**src/rtl/lsu.sv**
```systemverilog
// Load/store responder: runs one EXU request at a time on a req/gnt/rvalid bus.
// A bounded timeout aborts stuck accesses; a late response after an abort is discarded.
module lsu #(
  parameter int unsigned TIMEOUT = 255,
  parameter int unsigned TO_W    = 8
) (
  input  logic        clk,
  input  logic        rst_n,
  input  logic        hs_ex4ls_val,
  output logic        hs_ls4ex_rdy,
  input  logic [31:0] i_ls_adr,
  input  logic [31:0] i_ls_wdat,
  input  logic [3:0]  i_ls_wen,
  input  logic        i_ls_ren,
  output logic [31:0] o_ls_rdat,
  output logic        o_ls_err,
  output logic        o_busy,
  output logic        mem_req,
  input  logic        mem_gnt,
  output logic        mem_we,
  output logic [3:0]  mem_be,
  output logic [31:0] mem_addr,
  output logic [31:0] mem_wdata,
  input  logic        mem_rvalid,
  input  logic [31:0] mem_rdata,
  input  logic        mem_err
);

  typedef enum logic [1:0] {
    S_IDLE = 2'd0,
    S_ADDR = 2'd1,
    S_DATA = 2'd2,
    S_DONE = 2'd3
  } state_t;

  localparam logic [TO_W-1:0] TO_LAST = TO_W'(TIMEOUT - 1);

  state_t          r_state, w_state_nxt;
  logic [TO_W-1:0] r_cnt, w_cnt_nxt;
  logic            r_drop, w_drop_nxt;
  logic            r_req, w_req_nxt;
  logic            r_we, w_we_nxt;
  logic [3:0]      r_be, w_be_nxt;
  logic [31:0]     r_addr, w_addr_nxt;
  logic [31:0]     r_wdata, w_wdata_nxt;
  logic [31:0]     r_rdat, w_rdat_nxt;
  logic            r_err, w_err_nxt;
  logic            r_rdy, r_busy;
  logic            w_timeout;
  logic            w_unused_adr;

  assign w_unused_adr = ^i_ls_adr[1:0];
  assign w_timeout    = (r_cnt == TO_LAST);

  // State register
  always_ff @(posedge clk) begin
    if (!rst_n) begin
      r_state <= S_IDLE;
    end else begin
      r_state <= w_state_nxt;
    end
  end

  // Next-state, bus request and response capture
  always_comb begin
    w_state_nxt = r_state;
    w_cnt_nxt   = r_cnt;
    w_req_nxt   = r_req;
    w_we_nxt    = r_we;
    w_be_nxt    = r_be;
    w_addr_nxt  = r_addr;
    w_wdata_nxt = r_wdata;
    w_rdat_nxt  = r_rdat;
    w_err_nxt   = r_err;
    // An owed response after a DATA abort is swallowed wherever it lands
    if (r_drop && mem_rvalid) begin
      w_drop_nxt = 1'b0;
    end else begin
      w_drop_nxt = r_drop;
    end
    case (r_state)
      S_IDLE: begin
        if (hs_ex4ls_val && !r_drop) begin
          w_addr_nxt  = {i_ls_adr[31:2], 2'b00};
          w_wdata_nxt = i_ls_wdat;
          w_we_nxt    = (i_ls_wen != 4'h0);
          w_be_nxt    = i_ls_ren ? 4'hF : i_ls_wen;
          w_cnt_nxt   = {TO_W{1'b0}};
          if (i_ls_ren && (i_ls_wen != 4'h0)) begin
            w_state_nxt = S_DONE;
            w_rdat_nxt  = 32'h0;
            w_err_nxt   = 1'b1;
          end else if (!i_ls_ren && (i_ls_wen == 4'h0)) begin
            w_state_nxt = S_DONE;
            w_rdat_nxt  = 32'h0;
            w_err_nxt   = 1'b0;
          end else begin
            w_state_nxt = S_ADDR;
            w_req_nxt   = 1'b1;
          end
        end else begin
          w_state_nxt = S_IDLE;
        end
      end
      S_ADDR: begin
        w_cnt_nxt = r_cnt + TO_W'(1);
        if (w_timeout) begin
          w_state_nxt = S_DONE;
          w_req_nxt   = 1'b0;
          w_rdat_nxt  = 32'h0;
          w_err_nxt   = 1'b1;
          // A grant on the abort cycle still owes a response
          w_drop_nxt  = mem_gnt;
        end else if (mem_gnt) begin
          w_state_nxt = S_DATA;
          w_req_nxt   = 1'b0;
        end else begin
          w_state_nxt = S_ADDR;
        end
      end
      S_DATA: begin
        w_cnt_nxt = r_cnt + TO_W'(1);
        if (mem_rvalid && !r_drop) begin
          w_state_nxt = S_DONE;
          w_rdat_nxt  = r_we ? 32'h0 : mem_rdata;
          w_err_nxt   = mem_err;
        end else if (w_timeout) begin
          w_state_nxt = S_DONE;
          w_rdat_nxt  = 32'h0;
          w_err_nxt   = 1'b1;
          w_drop_nxt  = 1'b1;
        end else begin
          w_state_nxt = S_DATA;
        end
      end
      S_DONE: begin
        w_state_nxt = S_IDLE;
      end
      default: begin
        w_state_nxt = S_IDLE;
        w_req_nxt   = 1'b0;
      end
    endcase
  end

  // Datapath and registered handshake/status outputs
  always_ff @(posedge clk) begin
    if (!rst_n) begin
      r_cnt   <= {TO_W{1'b0}};
      r_drop  <= 1'b0;
      r_req   <= 1'b0;
      r_we    <= 1'b0;
      r_be    <= 4'h0;
      r_addr  <= 32'h0;
      r_wdata <= 32'h0;
      r_rdat  <= 32'h0;
      r_err   <= 1'b0;
      r_rdy   <= 1'b0;
      r_busy  <= 1'b0;
    end else begin
      r_cnt   <= w_cnt_nxt;
      r_drop  <= w_drop_nxt;
      r_req   <= w_req_nxt;
      r_we    <= w_we_nxt;
      r_be    <= w_be_nxt;
      r_addr  <= w_addr_nxt;
      r_wdata <= w_wdata_nxt;
      r_rdat  <= w_rdat_nxt;
      r_err   <= w_err_nxt;
      r_rdy   <= (w_state_nxt == S_DONE);
      r_busy  <= (w_state_nxt != S_IDLE) || w_drop_nxt;
    end
  end

  assign hs_ls4ex_rdy = r_rdy;
  assign o_busy       = r_busy;
  assign o_ls_rdat    = r_rdat;
  assign o_ls_err     = r_err;
  assign mem_req      = r_req;
  assign mem_we       = r_we;
  assign mem_be       = r_be;
  assign mem_addr     = r_addr;
  assign mem_wdata    = r_wdata;

endmodule

```
**config.mk**
```make
export PLATFORM = sky130hd
export DESIGN_NAME = lsu
export DESIGN_NICKNAME = d
export VERILOG_FILES = /design/src/rtl/lsu.sv
export SDC_FILE = /design/constraint.sdc
export NUM_CORES = 1
export LEC_CHECK = 0
export CAP_MARGIN = 15
export CORE_UTILIZATION = 37
export CTS_CLUSTER_DIAMETER = 100
export CTS_CLUSTER_SIZE = 14
export DETAILED_ROUTE_END_ITERATION = 8
export MAX_ROUTING_LAYER = met4
export PLACE_DENSITY = 0.76
export SYNTH_ARGS = -nofsm -noshare
export SYNTH_HDL_FRONTEND = slang
export SYNTH_SLANG_ARGS = --single-unit
```
**constraint.sdc**
```tcl
create_clock -name clk -period 2.3 [get_ports clk]
set_input_delay 0.46 -clock clk [delete_from_list [all_inputs] [get_ports clk]]
set_output_delay 0.46 -clock clk [all_outputs]
set_load 0.005 [all_outputs]
```
==> run metrics, run 1 <==
outcome completed; Starting Density a little under two fifths; # diodes 0; Setup CP Type input port to register; Area after DPL 6912 um^2; Nets 905; RSZ-0062 raised after global routing false; GRT Util Overall 22.67%; DR vias/cell 4.978; VDD IR-drop max 569.9 uV; CTS tree built; first-pass iteration count of the detailed router 4; top cell type's share of synthesized area between 40% and 50%; area delta synth->final 66.02%; vias in the first global route 4710; Die Y-Extent 113.7 um; Cells after Synth 579; Synth top cells by count nand2_1, dfxtp_1, a21oi_1; Final Hold Viols 0; CTS Hold Bufs 0; boundary pin count 212; Syn. warnings 0; EDFF count, synth 0; ys async rst share 0%; Routed Antenna Nets 0; H-tree Lvls 4; final hold slack 0.4200 ns; largest net degree at the start of global routing 51; Crit path arrival time 2.54 ns; highest clock rate ~0.44 GHz; max-slew violations 0; Root Buffer clkbuf_16; die area 12920 um^2; port bufs 207; WHS Endpoint mem_be[2]; GP Congestion 0.8160; Yosys top cell by area dfxtp_1; synth unique cells between 40 and 50; Mapped Area 4614 um^2; Horiz. Die Dim ~110 um; worst r2r src r_state[1]; Clock Latency Late Sink 0.41 ns; Required @ worst endpoint 2.59 ns; Fin Setup TNS 0 ns; ys flop type dfxtp_1; setup violators final 0; skew final 0.008490 ns; post-synthesis register bit count 114; CTS buffer count 17; final instance area 7661 um^2; initial antenna violation count 0; Worst Hold Depth 3; RR Endpoint o_ls_rdat[1]; total of max-cap violations 0; total power 6.855 mW; Crit. End Element register; Worst-path clk slew 0.05 ns; Crit Path Max Fanout 3; LEAKAGE 2.810 nW; DR WL/cell 14.71 um; min-delay worst type input port to register; dpl hpwl ~10000 um; sequential cell area fraction in the yosys report 49.46%; initial DRC count 301; Remaining DRCs 0; vias 4829; synth top area cells dfxtp_1, nand2_1, a21oi_1, o21ai_0, ha_1; critical hold path startpoint i_ls_wen[2]; Setup crit start kind input port; FP Rows 40; final wirelength 14270 um; most numerous cell in the Yosys netlist nand2_1; Syn Area/Cell 7.970 um^2; first-pass GRT wire length 22470 um; R2R depth 8; Power Density 894.8 nW/um^2; R2R setup slack 0.28 ns; final worst path period share a little over nine tenths; clk sink count 114; Period minus WS final 2.254 ns; GRT overflow 0; layout cell share with drive strength beyond 1 approximately 8.4%; core outline area around 12000 um^2; Clock Tree Buf Depth 2
placed cells by master, fill, tap and decap left out, drive strengths merged, types with 9 or more instances in the layout:
| master | instances |
|---|---|
| ha | 9 |
| inv | 13 |
| clkbuf | 23 |
| o21ai | 48 |
| dfxtp | 114 |
| buf | 27 |
| clkdlybuf4s50 | 203 |
| a32oi | 10 |
| a21oi | 68 |
| nand2b | 12 |
| a21boi | 10 |
| nor3 | 11 |
| nand2 | 181 |
| nor2 | 16 |
how the worst max path moves through the flow:
stage | endpoint | slack [ns] | cells past startpoint | start
detailed placement | o_ls_rdat[1] | -0.59 | 9 | i_ls_wen[1]
global route | o_ls_rdat[28] | 0.004 | 10 | i_ls_wen[3]
floorplan | o_ls_rdat[12] | 0.01 | 7 | i_ls_wen[1]
global placement | o_ls_rdat[11] | -0.53 | 9 | i_ls_wen[1]
CTS | o_ls_rdat[1] | 0.009 | 10 | i_ls_wen[3]
finish | o_ls_rdat[2] | 0.05 | 10 | i_ls_wen[3]
final cells by class:
| class | count | area, um^2 |
|---|---|---|
| clock buffers | 22 | 444.2 |
| clock inverters | 10 | 158.9 |
| fillers | 987 | 4400 |
| inverters | 13 | 48.80 |
| multi-input cells | 410 | 2147 |
| flip-flops and latches | 114 | 2282 |
| well taps | 168 | 210.2 |
| repair buffers | 233 | 2370 |
sequential cells by signal (all words and copies together) (netlist names):
name          cells
mem_wdata        32
o_ls_rdat        32
mem_addr         30
r_cnt             8
mem_be            4
r_state           2
hs_ls4ex_rdy      1
mem_req           1
mem_we            1
o_busy            1
o_ls_err          1
r_drop            1
critical path, stage by stage:
cell and delay [ns]:
clkdlybuf4s15_1 0.20, nor4_2 0.24, buf_4 0.18, ha_4 0.20
or3b_4 0.40, buf_4 0.16, a21o_4 0.23, buf_4 0.14
a32oi_1 0.23, o21ai_1 0.10
report_power, final:
group / leakage [nW] / total (mW) / switching, mW / internal, mW
sequential: 0.930 / 2.32 / 0.125 / 2.19
combinational: 1.59 / 1.84 / 0.918 / 0.924
clock: 0.288 / 2.70 / 0.891 / 1.81
routing by layer:
metal | up-vias | part of all wire (%) | GRT usage, %
li1 | 2352 | - | -
met1 | 2252 | 40 | 25.22
met2 | 192 | 50 | 38.78
met3 | 33 | 6.6 | 5.420
met4 | 0 | 2.4 | 9.649
met5 | - | 0 | -
per-stage QoR:
stage                     worst slack [ns]  utilization (%)  cells
after global routing              0.004329            63.52    970
after floorplan                    0.01360                -    580
after detailed placement           -0.5941            57.30    931
after CTS                         0.009059            63.11    969
final                              0.04561            63.52    970
after global placement             -0.5332            57.30    931
repair_timing:
item / CTS / global route
setup endpoints to repair: 33 / 33
pin swaps: 3 / 4
buffers inserted: 3 / 0
resized for setup: 15 / 11
gates cloned: 3 / 1
kinds of logic (layout without fill, tap and decap cells):
family	Yosys count	in the layout	synth area share [%]
AO/OA/AOI/OAI	152	152	19.50
XOR/XNOR	6	6	1.139
adder cells (fa/ha/maj)	9	9	2.440
buffers and inverters	56	278	5.423
flip-flops	114	114	49.46
other	1	2	0.08127
AND/OR/NAND/NOR	241	241	21.96
No activity file was read; power rests on OpenSTA's default activity.
==> run 2: changes to the inputs <==
Settings changed: CTS_CLUSTER_DIAMETER 100 to 40, GPL_TIMING_DRIVEN set to 0.
==> run 2 against run 1 <==
Register-to-register slack got worse by 0.14 ns. Critical path type unchanged. Worst setup slack got worse by 0.012 ns. Worst hold slack better by 0.034 ns. Total power down 4.1%. Sequential power is essentially flat. Fmax down 0.52%. Sequential share of layout area is 0.40 points higher. Cell area decreased by 1.3%. Critical endpoint is now o_ls_rdat[1]. Via count increased by 0.43%. Largest power group unchanged. Core utilization down 0.84 points. Flip-flop and latch count stayed put. Final cell count up 2.3%.
==> run metrics, run 2 (synthesized netlist as in run 1, its figures left out) <==
Setup crit start kind input port; FP Rows 40; Rel. slew slack 66.33%; clock share of power 37.9%; VDD IR-drop max 532.8 uV; Power Density slightly below 900 nW/um^2; Root Buffer clkbuf_16; Place WS -0.9124 ns; total power 6.575 mW; DR WL/cell 14.36 um; Internal Power around 4.6 mW; R2R setup slack around 0.14 ns; RR Endpoint o_ls_rdat[24]; Fin Setup TNS 0 ns; Period minus WS final 2.266 ns; Crit path arrival time 2.56 ns; LEAKAGE 2.775 nW; layout cell share with drive strength beyond 1 under 10%; worst setup margin about 0.034 ns; sw frac 29.85%; vias in the first global route 4666; Clock Latency Late Sink ~0.41 ns; first-pass GRT wire length 22280 um; boundary pin count roughly 210; Crit Path Max Fanout 10; Sw Pwr between 1.5 and 2 mW; Routed Antenna Nets 0; Gate power share about 27%; CTS buffer count 17; final worst path period share 98.53%; Worst Hold Depth 2; GRT Util Overall 22.67%; GRT overflow 0; total of max-cap violations 0; Nets between 900 and 1000; max incr delay on CP 0.41 ns; initial antenna violation count 0; critical hold path startpoint mem_wdata[20]; fin cells 992; CTS tree built; CP max stage cell or3b_4; # diodes 0; Post-Place Cells 955; H-tree Lvls 4; Clock Tree Buf Depth 2; Die Y-Extent between 100 and 150 um; Remaining DRCs 0; first-pass iteration count of the detailed router 5; Starting Density 38.26%; Area after DPL 6907 um^2; Setup CP Type input port to register; Final Hold Viols 0; area delta synth->final 63.83%; final wirelength 14250 um; port bufs around 210; most common cell after layout, fill and taps aside clkdlybuf4s50_1; dpl hpwl 10350 um; Worst-path clk slew about 0.060 ns; skew final 0.006646 ns; GP Congestion 0.8439; CP cell instances dlygate4sd2_1, nor4_4, ha_1, or3b_4, a21o_1, buf_4, a32oi_1, o21ai_0; min-delay worst type register to register; worst r2r src r_state[1]; max-slew violations 0; R2R depth 9; core outline area between 10000 and 15000 um^2; outcome completed; vias a little under 5000; Horiz. Die Dim 113.7 um; die area 12920 um^2; worst-margin pin slew 0.5050 ns; setup violators final 0; sequential power share 35.1%; highest clock rate 0.4413 GHz; final instance area 7560 um^2; commonest non-fill, non-tap cells in the layout clkdlybuf4s50_1, nand2_1, dfxtp_1; initial DRC count 301; WHS Endpoint mem_wdata[20]; Required @ worst endpoint approximately 2.6 ns; largest net degree at the start of global routing 17; DR vias/cell 4.889; clk sink count around 110; Crit. End Element register
-- run 2: cell types whose count changed in the layout (fill, tap and decap cells not counted), sizes merged --
cell / change
buf: -9
bufinv: -3
clkbuf: +27
clkdlybuf4s15: -1
clkdlybuf4s50: -1
clkinv: +3
clkinvlp: +1
dlygate4sd2: +4
inv: +1
-- run 2: power groups by stage --
stage          clock network (mW)  registers [mW]  logic [mW]
4_1_cts                      2.54            2.31        1.75
2_1_floorplan                   0            2.35       0.850
3_5_place_dp                    0            2.35        1.70
6_report                     2.49            2.31        1.77
5_1_grt                      2.65            2.33        1.96
3_3_place_gp                    0            2.33        1.66
-- run 2: stage by stage --
step	hold slack [ns]	utilization (%)
after floorplan	0.4525	-
after global placement	0.4417	57.26
after detailed placement	0.4481	57.26
after CTS	0.4551	62.37
after global routing	0.4722	62.68
final	0.4537	62.68
-- run 2: layout make-up --
| type | instances | area, um^2 |
|---|---|---|
| clock inverters | 12 | 107.6 |
| inverters | 13 | 48.80 |
| fillers | 1026 | 4502 |
| plain buffers | 42 | 211.5 |
| repair buffers | 213 | 2112 |
| clock buffers | 20 | 466.7 |
| flip-flops and latches | 114 | 2282 |
| well taps | 168 | 210.2 |
| multi-input cells | 410 | 2121 |
-- run 2: what timing repair did --
item                                    in CTS  in global routing
cloned                                       0                  2
setup buffers                                3                  1
endpoints found under the setup margin      33                 98
pin swaps                                    3                  3
hold buffers                                 0                  0
resized for setup                           10                 12
-- run 2: how the worst max path moves through the flow --
stage / start / endpoint / cells after the start
floorplan: i_ls_wen[1] / o_ls_rdat[12] / 7
global placement: i_ls_wen[1] / o_ls_rdat[13] / 8
detailed placement: i_ls_wen[1] / o_ls_rdat[24] / 8
CTS: r_state[0] / mem_wdata[4] / 7
global route: i_ls_wen[1] / o_ls_rdat[1] / 8
finish: i_ls_wen[1] / o_ls_rdat[1] / 8
-- run 2: critical path, delay by kind of cell --
family | cells | cell delay [ns]
AOI/OAI and AO/OA | 3 | 0.60
adders and majority gates | 1 | 0.29
buffers and inverters | 2 | 0.46
and+or+nand+nor | 2 | 0.74
-- run 2: routing by layer --
metal,vias to the layer above,GRT usage (%),share of wire (%)
li1,2395,-,-
met1,2214,26.09,42
met2,209,37.56,49
met3,32,5.154,6.6
met4,0,10.44,2.2
met5,-,-,0
